## src/rtl/tfr_coalesce.sv

```systemverilog
// Coalescing shadow register feeding a clock-crossing stream: only the latest value is sent.
// Define TFR_REFRESH_EN to periodically re-send an unchanged value after 2^LGREFRESH idle cycles.
module tfr_coalesce #(
  parameter int           W         = 32,
  parameter logic [W-1:0] DEFAULT   = '0,
  parameter int           LGREFRESH = 16
) (
  input  logic           i_clk,
  input  logic           i_reset,
  input  logic           i_wr,
  input  logic [W-1:0]   i_wdata,
  input  logic [W/8-1:0] i_wstrb,
  output logic [W-1:0]   o_value,
  output logic           o_valid,
  input  logic           i_ready,
  output logic [W-1:0]   o_data,
  output logic [15:0]    o_dropped
);

  typedef enum logic {IDLE, SEND} state_t;

  state_t         state_q, state_d;
  logic [W-1:0]   value_q, value_d;
  logic [W-1:0]   ref_q, ref_d;
  logic [W-1:0]   data_q, data_d;
  logic [15:0]    dropped_q, dropped_d;
  logic           startup_q, startup_d;
  logic [W-1:0]   merged;
  logic           pending;
  logic           refresh_fire;
  logic           load;

`ifdef TFR_REFRESH_EN
  // Fires on the cycle the idle counter would step onto its final value.
  localparam logic [LGREFRESH-1:0] REFRESH_LAST = LGREFRESH'((1 << LGREFRESH) - 2);
  logic [LGREFRESH-1:0] refresh_cnt_q, refresh_cnt_d;
`else
  localparam int unused_lgrefresh = LGREFRESH;
`endif

  always_comb begin
    merged = value_q;
    for (int b = 0; b < W/8; b++) begin
      if (i_wstrb[b]) merged[8*b +: 8] = i_wdata[8*b +: 8];
    end

    pending = (value_q != ref_q) || startup_q;

`ifdef TFR_REFRESH_EN
    refresh_fire = (state_q == IDLE) && !pending && (refresh_cnt_q == REFRESH_LAST);
`else
    refresh_fire = 1'b0;
`endif

    load = (state_q == IDLE) ? (pending || refresh_fire) : (i_ready && pending);

    state_d   = state_q;
    value_d   = value_q;
    ref_d     = ref_q;
    data_d    = data_q;
    dropped_d = dropped_q;
    startup_d = startup_q;

    if (load) begin
      data_d    = value_q;
      ref_d     = value_q;
      startup_d = 1'b0;
      state_d   = SEND;
    end else if ((state_q == SEND) && i_ready) begin
      state_d = IDLE;
    end

    if (i_wr) value_d = merged;

    // A changed value that overwrites one still waiting to be loaded is lost.
    if (i_wr && (merged != value_q) && (value_q != ref_q) && !load &&
        (dropped_q != 16'hFFFF)) begin
      dropped_d = dropped_q + 16'd1;
    end

`ifdef TFR_REFRESH_EN
    if ((state_q == IDLE) && !pending && !refresh_fire) refresh_cnt_d = refresh_cnt_q + 1'b1;
    else refresh_cnt_d = '0;
`endif
  end

  always_ff @(posedge i_clk) begin
    if (i_reset) begin
      state_q   <= IDLE;
      value_q   <= DEFAULT;
      ref_q     <= DEFAULT;
      data_q    <= '0;
      dropped_q <= '0;
      startup_q <= 1'b1;
`ifdef TFR_REFRESH_EN
      refresh_cnt_q <= '0;
`endif
    end else begin
      state_q   <= state_d;
      value_q   <= value_d;
      ref_q     <= ref_d;
      data_q    <= data_d;
      dropped_q <= dropped_d;
      startup_q <= startup_d;
`ifdef TFR_REFRESH_EN
      refresh_cnt_q <= refresh_cnt_d;
`endif
    end
  end

  assign o_value   = value_q;
  assign o_valid   = (state_q == SEND);
  assign o_data    = data_q;
  assign o_dropped = dropped_q;

endmodule

```

## config.mk

```make
export PLATFORM = sky130hd
export DESIGN_NAME = tfr_coalesce
export DESIGN_NICKNAME = d
export VERILOG_FILES = /design/src/rtl/tfr_coalesce.sv
export SDC_FILE = /design/constraint.sdc
export NUM_CORES = 1
export LEC_CHECK = 0
export ABC_AREA = 1
export CAP_MARGIN = 5
export CORE_MARGIN = 5
export CORE_UTILIZATION = 54
export CTS_CLUSTER_DIAMETER = 200
export CTS_CLUSTER_SIZE = 10
export DETAILED_ROUTE_END_ITERATION = 8
export HOLD_SLACK_MARGIN = 0.06
export PLACE_DENSITY = 0.86
export SLEW_MARGIN = 10
export SYNTH_ARGS = -nofsm -noshare
export SYNTH_HDL_FRONTEND = slang
export SYNTH_SLANG_ARGS = --single-unit
```

## constraint.sdc

```tcl
create_clock -name i_clk -period 4.97 [get_ports i_clk]
set_clock_uncertainty 0.1 [all_clocks]
set_input_delay 0.994 -clock i_clk [delete_from_list [all_inputs] [get_ports i_clk]]
set_output_delay 0.994 -clock i_clk [all_outputs]
set_load 0.05 [all_outputs]
```

# ---- After elaboration in Yosys (flattened, before gate mapping)
# Cells that the tools add are included.
dict set report op_classes {
  addsub 1
  n_mul 0
  div 0
  order_cmp 0
  n_eq_ne 3
  shifts 0
  n_mux 7
  n_bitwise 0
  n_reduce_logical 9
}
# operator n
set op_table {}
lappend op_table {{32-bit != test} 2}
lappend op_table {{8-bit two-way mux} 4}
lappend op_table {{16-bit by 1-bit adder with 16-bit output (second input constant)} 1}
lappend op_table {{16-bit != test (second input constant)} 1}
lappend op_table {{1-bit logical AND} 6}
lappend op_table {{1-bit two-way mux} 3}
lappend op_table {{2-bit nonzero test} 1}
lappend op_table {{1-bit zero test} 1}
lappend op_table {{1-bit logical OR} 1}
dict set report totals {
  ff_bits 82
  latchBits 0
  ram_bits 0
  romBits 0
  output_inout_bits 81
  mem_count 0
}

# ---- Logic depth before layout (Yosys ltp)
# Gate-level depths: netlist of run 1.
dict set report depth {
  depth_word 7
  ltp_mapped 14
  mapped_depth_nobuf 13
}

# ---- Least setup slack after synthesis of run 1
# OpenSTA, ideal clock, no wires.
dict set report synth_path {
  path_kind {input to register}
  startpoint {input port i_wstrb[1]}
  endpoint {register dropped_q[10], in the netlist o_dropped[10]}
  t_arrival_ps 2219
  required_ps 4800
  path_slack_ps 2581
  path_stages 14
  n_path_buf 3
  cell_sequence {buf_6 -> buf_6 -> nand3_1 -> nand2_1 -> inv_1 -> nand2_1 -> nor2_1 -> nand2_1 -> nor2_2 -> nand2_4 -> nand3_4 -> buf_6 -> nand2_1 -> a21oi_2}
}
dict set report synth_between {
  elab_chain_cells 6
}
# element line
set synth_lines {}
lappend synth_lines {{from (decl)} 12} ;# input logic [W/8-1:0] i_wstrb,
lappend synth_lines {{8-bit two-way mux} 44} ;# if (i_wstrb[b]) merged[8*b +: 8] = i_wdata[8*b +: 8];
lappend synth_lines {{32-bit != test} 76} ;# if (i_wr && (merged != value_q) && (value_q != ref_q) && !load &&
lappend synth_lines {{1-bit logical AND (4 in series)} 76}
lappend synth_lines {{to (signal assigned)} 103} ;# dropped_q <= dropped_d;
lappend synth_lines {{to (decl)} 26} ;# logic [15:0] dropped_q, dropped_d;
# No other way between the ends.
# A chain may end at the register's enable or synchronous reset.

# ---- Worst setup path in the final report of run 1
dict set report layout_path {
  startpoint {input port i_wstrb[2]}
  endpoint {register dropped_q[0], in the netlist o_dropped[0]}
}
# The elaborated chain is that of the path after synthesis.

==> results of run 1 <==
==> metrics by stage <==
step | util (%) | total power (µW)
2_1_floorplan | - | 1050
3_3_place_gp | 69.00 | 1189
3_5_place_dp | 69.00 | 1204
4_1_cts | 71.70 | 1771
5_1_grt | 71.70 | 1847
6_report | 71.70 | 1762
==> layout by cell type (no fill, tap or decap), drive strengths merged <==
cell type / Yosys / layout
a211oi: 5 / 5
a21oi: 40 / 40
buf: 20 / 2
bufinv: 0 / 2
clkbuf: 12 / 13
clkdlybuf4s50: 0 / 120
clkinv: 3 / 3
dfxtp: 82 / 82
ha: 1 / 1
inv: 132 / 133
nand2: 221 / 221
nand3: 53 / 53
nand3b: 8 / 8
nand4: 19 / 19
nor2: 116 / 116
nor3: 3 / 3
nor4: 2 / 2
o21ai: 75 / 75
xnor2: 3 / 3
xor2: 12 / 12
==> how the worst max path moves through the flow <==
| stage | startpoint | endpoint | slack (ns) | cells after the start |
|---|---|---|---|---|
| after floorplan | i_wstrb[1] | o_dropped[10] | 2.58 | 14 |
| after global placement | i_wstrb[2] | o_dropped[0] | 1.48 | 14 |
| after detailed placement | i_wstrb[2] | o_dropped[0] | 1.38 | 14 |
| after CTS | i_wstrb[2] | o_dropped[0] | 1.75 | 14 |
| after global routing | i_wstrb[2] | o_dropped[8] | 1.47 | 13 |
| final | i_wstrb[2] | o_dropped[0] | 1.70 | 14 |
==> report_power, final <==
group | internal, µW | leakage, µW | switching [µW]
Sequential | 694 | 0.000675 | 43.5
Combinational | 157 | 0.00217 | 297
Clock | 327 | 0.000120 | 244
Total | 1180 | 0.00297 | 584
==> state kept, by name (all words and copies together), names as in the netlist <==
register	cells
o_value	32
o_data	32
o_dropped	16
o_valid	1
startup_q	1
==> per-layer routing <==
layer / track usage, % / wire length (µm) / share of wire (%) / vias up
li1: - / - / - / 2710
met1: 29.65 / 5900 / 43 / 2381
met2: 42.85 / 6651 / 48 / 179
met3: 5.073 / 861 / 6.2 / 36
met4: 9.560 / 420 / 3.0 / 0
met5: 0 / 0 / 0 / -
==> worst register-to-register path, stage by stage, from the launching register on <==
cell and delay [ns]:
dfxtp_1 0.40, inv_1 0.10, nand2_1 0.07, nand2_1 0.05, nor2_1 0.11, nand2_1 0.08
nor2_1 0.15, nand2_1 0.08, nor2_2 0.18, nand2_1 0.10, nand2_2 0.52, inv_2 0.47
nor2_1 0.22, nor2_1 0.06
==> cell families after synthesis <==
| family | after synthesis |
|---|---|
| simple gates | 422 |
| fa+ha+maj | 1 |
| flops | 82 |
| compound gates | 120 |
| buf+inv | 167 |
| xor+xnor | 15 |
==> layout make-up <==
type | count | share of cell area [%]
flip-flops and latches | 82 | 26.00
multi-input cells | 558 | 40.80
repair buffers | 122 | 19.26
inverters | 135 | 8.026
well taps | 108 | 2.140
clock buffers | 13 | 2.675
clock inverters | 3 | 1.090
==> results.toml, run 1 <==
[worst_hold_path]
hold_depth = 2
min_to = "startup_q"
hp-class = "register to register"
min-delay-start = "startup_q"

[cts]
clkLatencyLatePin_ns = 0.36
root_buffer = "clkbuf_8"
post_cts_buffers = 0
cts.path.max_buffers = 2
h-tree-depth = 3
clk_pin_slew_ns = 0.07
cts_sinks = 82
cts_tree = "done"
hold_buffers = 0
cts_resized = 0
cts_buffers = 9

[critical_path]
max_stage_delay_ns = 1.05
rrSetupSlack_ns = 2.17
crit_family = "simple AND/OR/NAND/NOR gates"
path_cells = "clkdlybuf4s50_1 > nand2_1 > nand3_1 > nand2_1 > inv_1 > nand2_1 > nor2_1 > nand2_1 > nor2_2 > nand2_4 > nand3_4 > nand2_1 > nand2_1 > nor2_1"
critPathKind = "input port to register"
cp_max_fo = 31
reg2reg_from = "o_value[19]"
startpoint_type = "input port"
required_ns = 5.12
end_kind = "register"
crit_buf_inv = 2
slowest_stage = "clkdlybuf4s50_1"
reg2reg_depth = 13
timing.rr.end = "o_data[31]"
crit_top_cell = "nand2_1"
arrival_ns = 3.42

[synth]
synth_simple_gate_area_share_pct = 36.41
synth_area_leaders = "dfxtp_1, nand2_1, inv_1"
synth-xor-area-share_pct = 2.673
synth_edf_count = 0
synth-compound-area-share_pct = 13.09
async_reset_ff_share_pct = 0
syn_inst = 807
netlist.area_leader.share_pct = 33.40
synth_top_area_cell = "dfxtp_1"
synthesis.area_mm2 = 0.004915
yosys.area_share.adder_pct = 0.2546
avgSynthCellArea_um2 = 6.090
yosys-mux-area-fraction_pct = 0
seq_area_frac_synth_pct = 33.40
synth_fp_nets = 848
ys_ff_latch = 82
ys_top_cells_by_count = "nand2_1, inv_1, nor2_1"
yosys_most_used_dff = "dfxtp_1"
yosysMostFrequentCell = "nand2_1"
ys_warn_count = 0
synth_top_family_by_area = "simple AND/OR/NAND/NOR gates"
synth_cell_type_count = 30

[pwr]
p_per_area_mw_per_mm2 = 279.0
ir_worst_vdd_mv = 0.1868
p_leak_uw = 0.002968

[timing]
drv_slew = 0
slew_headroom_pct = 39.63
finalCriticalPeriod_ns = 3.270
fmaxAchievable_ghz = 0.3058
tightest_slew_ns = 0.9000
finalCritPeriodShare_pct = 65.79
hold_viol_final = 0
grt_setup_unrepaired = "no"
setup_viol = 0
fin_ws_ns = 1.700
whs_ns = 0.3752
fin_setup_tns_ns = 0

[global_routing]
grt_pass1_wl_um = 22860
grt_pass1_vias = 5078
grt_usage_pct = 24.59
grt_antenna_before_repair = 0
grt_max_degree = 38
grt_overflow = 0

[finish]
final_cells = 1021
area_delta_synth_final_pct = 28.46
multiInputGateArea_mm2 = 0.002576
final-seq-area_mm2 = 0.001642
post-route-cell-area_mm2 = 0.006314
num_antenna_cells = 0
final_layout_size_suffix_gt1_share_pct = 4.929
nFillCells = 746
final_nets = 949

[outcome]
status = "complete, no violations"

[placement]
port_buffers = 120
place_congestion = 0.8749
hpwlAfterDp_um = 9996
pre_cts_ws_ns = 1.384
placed_cell_area_mm2 = 0.006076
placedCellCount = 1005

[drt]
wl_um = 13830
drc_errors = 0
wl_per_cell_um = 13.55
first_pass_iters = 6
via_count = 5306
antenna_left = 0
drt_iter0_markers = 271
vias_per_cell = 5.197

[floorplanning]
die_area_mm2 = 0.01111
io_pins = 121
start_util_pct = 55.81
dieHeight_um = 105.4
coreArea_mm2 = 0.008806
fp.dieW_um = 105.4
rows = 34

[run]
cap_violations = 0
(Power assumes the default switching activity.)
==> inputs of run 2 (changes only) <==
--- a/config.mk
+++ b/config.mk
@@ -8,12 +8,12 @@
 export ABC_AREA = 1
 export CAP_MARGIN = 5
 export CORE_MARGIN = 5
-export CORE_UTILIZATION = 54
+export CORE_UTILIZATION = 50
 export CTS_CLUSTER_DIAMETER = 200
 export CTS_CLUSTER_SIZE = 10
 export DETAILED_ROUTE_END_ITERATION = 8
 export HOLD_SLACK_MARGIN = 0.06
-export PLACE_DENSITY = 0.86
+export PLACE_DENSITY = 0.81
 export SLEW_MARGIN = 10
 export SYNTH_ARGS = -nofsm -noshare
 export SYNTH_HDL_FRONTEND = slang
==> constraint.sdc (replaced) <==
create_clock -name i_clk -period 3.4 [get_ports i_clk]
set_clock_uncertainty 0.1 [all_clocks]
set_input_delay 0.68 -clock i_clk [delete_from_list [all_inputs] [get_ports i_clk]]
set_output_delay 0.68 -clock i_clk [all_outputs]
set_load 0.05 [all_outputs]
==> run 2 against run 1 <==
Wire length is 3.8% lower. Global-route usage is 2.2 points lower. Setup slack worse by 1.0 ns. First-iteration DRC count is 10% lower. Critical path depth is 2 lower. Via count is 3.5% lower. Final cell count is 3.2% higher. Total power is 45% higher. Sequential power is 47% higher. Critical endpoint is now o_dropped[9]. Largest power group unchanged.
==> results.toml, run 2 (same netlist as run 1, synthesis figures left out) <==
[outcome]
status = "complete, no violations"

[pwr]
seqPwrFrac_pct = 42.0
p_sw_uw = 874.8
swShare_pct = 34.17
ir_worst_vdd_mv = 0.1806
power_frac_clock_pct = 32.1
p_leak_uw = 0.002999
pwr-share-comb_pct = 25.9
power.internal_uw = 1685
p_per_area_mw_per_mm2 = 400.3

[cts]
cts_sinks = 82
cts_tree = "done"
cts_resized = 0
post_cts_buffers = 0
cts_buffers = 9
h-tree-depth = 3
cts.path.max_buffers = 2
hold_buffers = 0
clkLatencyLatePin_ns = 0.35
clk_pin_slew_ns = 0.09
root_buffer = "clkbuf_8"

[placement]
pre_cts_ws_ns = 0.3343
placed_cell_area_mm2 = 0.006167
port_buffers = 120
place_congestion = 0.9070
hpwlAfterDp_um = 9421

[critical_path]
cp_max_fo = 22
reg2reg_depth = 9
required_ns = 3.59
end_kind = "register"
startpoint_type = "input port"
critPathKind = "input port to register"
arrival_ns = 2.92

[timing]
tightest_slew_ns = 0.7253
drv_slew = 0
finalCriticalPeriod_ns = 2.725
fmaxAchievable_ghz = 0.3670
fin_ws_ns = 0.6753
hold_viol_final = 0
setup_viol = 0
slew_headroom_pct = 51.49
finalCritPeriodShare_pct = 80.14
grt_setup_unrepaired = "no"
whs_ns = 0.3825
fin_setup_tns_ns = 0

[finish]
final_layout_size_suffix_gt1_share_pct = 5.863
finish.utilization_pct = 66.03
multiInputGateArea_mm2 = 0.002576
final-seq-area_mm2 = 0.001642
area_delta_synth_final_pct = 30.12
final_nets = 957
post-route-cell-area_mm2 = 0.006395
num_antenna_cells = 0
final_common_cell = "nand2_1"
final_cell_mix = "nand2_1, inv_1, clkdlybuf4s50_1"
nFillCells = 890

[floorplanning]
die_area_mm2 = 0.01191
fp.dieW_um = 109.1
start_util_pct = 50.75
dieHeight_um = 109.1
io_pins = 121
rows = 36
coreArea_mm2 = 0.009684

[drt]
drc_errors = 0
first_pass_iters = 5
antenna_left = 0
drt_iter0_markers = 244
vias_per_cell = 4.860
via_count = 5122
wl_um = 13310
wl_per_cell_um = 12.62

[global_routing]
grt_overflow = 0
grt_pass1_wl_um = 21300
grt_pass1_vias = 4444
grt_usage_pct = 22.35
grt_antenna_before_repair = 0
grt_max_degree = 33

[run]
cap_violations = 0

[worst_hold_path]
hold_depth = 2
hp-class = "register to register"
run 2: critical path, stage by stage:
cell and delay (ns):
clkdlybuf4s50_1 0.79, nand3_1 0.25, nand2_1 0.08, inv_1 0.06, nand2_1 0.05, nor2_1 0.10, nand2_1 0.12, nor2_2 0.14
nand2_4 0.16, nand3_4 0.23, nand2_1 0.11, a21oi_2 0.13
run 2: final cells by class:
class	instances	area share, %
Clock buffer	10	2.152
Clock inverter	6	1.409
Tap cell	133	2.602
Timing Repair Buffer	130	19.96
Sequential cell	82	25.67
Multi-Input combinational cell	558	40.29
Inverter	135	7.924
run 2: worst paths after layout:
kind,end,slack (ns),startpoint
setup / recovery,o_dropped[9],0.68,i_wstrb[0]
hold / removal,startup_q,0.38,startup_q
setup reg to reg,o_dropped[9],0.89,o_dropped[0]
hold reg to reg,startup_q,0.38,startup_q
run 2: per-stage QoR:
stage / std cells / total power [µW]
finish: 1054 / 2560
global placement: 1038 / 1753
floorplan: 807 / 1535
detailed placement: 1038 / 1760
global route: 1054 / 2680
CTS: 1054 / 2578
run 2: power by group through the flow:
stage | clock [µW] | sequential, µW | combinational (µW)
global route | 868 | 1090 | 726
global placement | 0 | 1100 | 656
CTS | 837 | 1080 | 665
floorplan | 0 | 1270 | 266
detailed placement | 0 | 1100 | 662
finish | 822 | 1080 | 662
run 2: per-layer routing:
layer	up-vias	GRT usage [%]	routed length (µm)
li1	2724	-	-
met1	2272	29.90	6226
met2	111	37.24	6181
met3	15	2.901	704
met4	0	7.214	195
met5	-	0	0
==> inputs of run 3 (changes only) <==
--- a/config.mk
+++ b/config.mk
@@ -8,12 +8,12 @@
 export ABC_AREA = 1
 export CAP_MARGIN = 5
 export CORE_MARGIN = 5
-export CORE_UTILIZATION = 50
+export CORE_UTILIZATION = 45
 export CTS_CLUSTER_DIAMETER = 200
 export CTS_CLUSTER_SIZE = 10
 export DETAILED_ROUTE_END_ITERATION = 8
 export HOLD_SLACK_MARGIN = 0.06
-export PLACE_DENSITY = 0.81
+export PLACE_DENSITY = 0.77
 export SLEW_MARGIN = 10
 export SYNTH_ARGS = -nofsm -noshare
 export SYNTH_HDL_FRONTEND = slang
==> constraint.sdc (replaced) <==
create_clock -name i_clk -period 2.4 [get_ports i_clk]
set_clock_uncertainty 0.1 [all_clocks]
set_input_delay 0.48 -clock i_clk [delete_from_list [all_inputs] [get_ports i_clk]]
set_output_delay 0.48 -clock i_clk [all_outputs]
set_load 0.05 [all_outputs]
==> run 3 against run 2 <==
Sequential share of layout area shrank 0.67 points. Worst hold slack got worse by 0.0018 ns. Critical path type is now register to output pin. Register-to-register slack got worse by 0.56 ns. Non-clock buffer count up 16. Largest power group unchanged. Global-route usage fell by 1.6 points. Critical endpoint is now o_dropped[11].
==> results.toml, run 3 (same netlist as run 1, synthesis figures left out) <==
[critical_path]
crit_family = "buffers and inverters"
slowest_stage = "clkdlybuf4s50_1"
cp_max_fo = 6
critPathKind = "register to output pin"
required_ns = 1.82
path_cells = "clkdlybuf4s50_1"
max_stage_delay_ns = 0.85
crit_buf_inv = 1
arrival_ns = 1.66
startpoint_type = "register"
end_kind = "output pin"

[finish]
final_common_cell = "nand2_1"
final-seq-area_mm2 = 0.001642
final_cell_mix = "nand2_1, inv_1, clkdlybuf4s50_1"
nFillCells = 1015
final_layout_size_suffix_gt1_share_pct = 7.273
post-route-cell-area_mm2 = 0.006566
multiInputGateArea_mm2 = 0.002576
num_antenna_cells = 0
finish.utilization_pct = 60.84
final_nets = 973
area_delta_synth_final_pct = 33.60

[outcome]
status = "complete, no violations"

[timing]
hold_viol_final = 0
setup_viol = 0
tightest_slew_ns = 0.5495
fin_setup_tns_ns = 0
finalCriticalPeriod_ns = 2.244
finalCritPeriodShare_pct = 93.50
drv_slew = 0
fmaxAchievable_ghz = 0.4456
grt_setup_unrepaired = "no"
slew_headroom_pct = 63.25

[pwr]
p_leak_uw = 0.003087
p_per_area_mw_per_mm2 = 543.2
ir_worst_vdd_mv = 0.2673

[cts]
h-tree-depth = 3
root_buffer = "clkbuf_8"
hold_buffers = 0
cts.path.max_buffers = 2
cts_tree = "done"
clk_pin_slew_ns = 0.08
clkLatencyLatePin_ns = 0.35
cts_buffers = 9
cts_sinks = 82

[drt]
drc_errors = 0
wl_per_cell_um = 12.52
drt_iter0_markers = 353
via_count = 5163
vias_per_cell = 4.803
first_pass_iters = 4
antenna_left = 0
wl_um = 13460

[placement]
placed_cell_area_mm2 = 0.006359
place_congestion = 0.8286
port_buffers = 120
hpwlAfterDp_um = 10060

[global_routing]
grt_antenna_before_repair = 0
grt_max_degree = 33
grt_overflow = 0
grt_pass1_wl_um = 22220
grt_pass1_vias = 4708
grt_usage_pct = 20.79

[worst_hold_path]
hp-class = "register to register"

[floorplanning]
coreArea_mm2 = 0.01079
fp.dieW_um = 114.5
dieHeight_um = 114.5
start_util_pct = 45.54
rows = 38
die_area_mm2 = 0.01311
io_pins = 121

[run]
cap_violations = 0
run 3: repair_timing:
action / 4_1_cts / 5_1_grt
buffers inserted: 0 / 0
gates resized for setup: 0 / 2
endpoints found under the setup margin: 0 / 31
hold endpoints to repair: 0 / 0
run 3: per-layer routing:
| layer | global-route usage [%] | vias to the layer above | wire length [µm] |
|---|---|---|---|
| met5 | 0 | - | 0 |
| met4 | 6.572 | 0 | 148 |
| met3 | 3.171 | 12 | 736 |
| met2 | 35.12 | 123 | 6432 |
| met1 | 27.18 | 2268 | 6146 |
| li1 | - | 2760 | - |
run 3: path summary, 6_finish.rpt:
check                      from       endpoint  slack, ns  cells past startpoint
setup / recovery  o_dropped[11]  o_dropped[11]       0.16                      1
setup reg to reg    o_value[25]     o_data[21]       0.33                     13
hold / removal        startup_q      startup_q       0.38                      2
hold reg to reg       startup_q      startup_q       0.38                      2
run 3: area by class of cell:
| cell class | count | area share [%] |
|---|---|---|
| Tap cell | 140 | 2.668 |
| Clock buffer | 9 | 1.886 |
| Clock inverter | 5 | 1.239 |
| Timing Repair Buffer | 146 | 22.22 |
| Inverter | 135 | 7.755 |
| Multi-Input combinational cell | 558 | 39.23 |
| Sequential cell | 82 | 25.00 |
run 3: through the flow:
stage,worst slack [ns],total power [µW],instances,hold slack [ns]
global route,0.01518,3754,1075,0.4061
finish,0.1559,3567,1075,0.3807
global placement,-0.1940,2517,1061,0.3648
floorplan,0.1446,2175,807,0.3470
CTS,0.1359,3606,1075,0.3818
detailed placement,-0.2092,2526,1061,0.3693
run 3: tightest hold or removal path, stage by stage (launching register included):
cell and delay [ns]:
dfxtp_1 0.30, inv_1 0.06, o21ai_0 0.08
run 3: power breakdown:
part	total (µW)	switching, µW	internal [µW]
Combinational	968	611	358
Clock	1070	498	575
Sequential	1530	89.3	1440
Total	3570	1200	2370
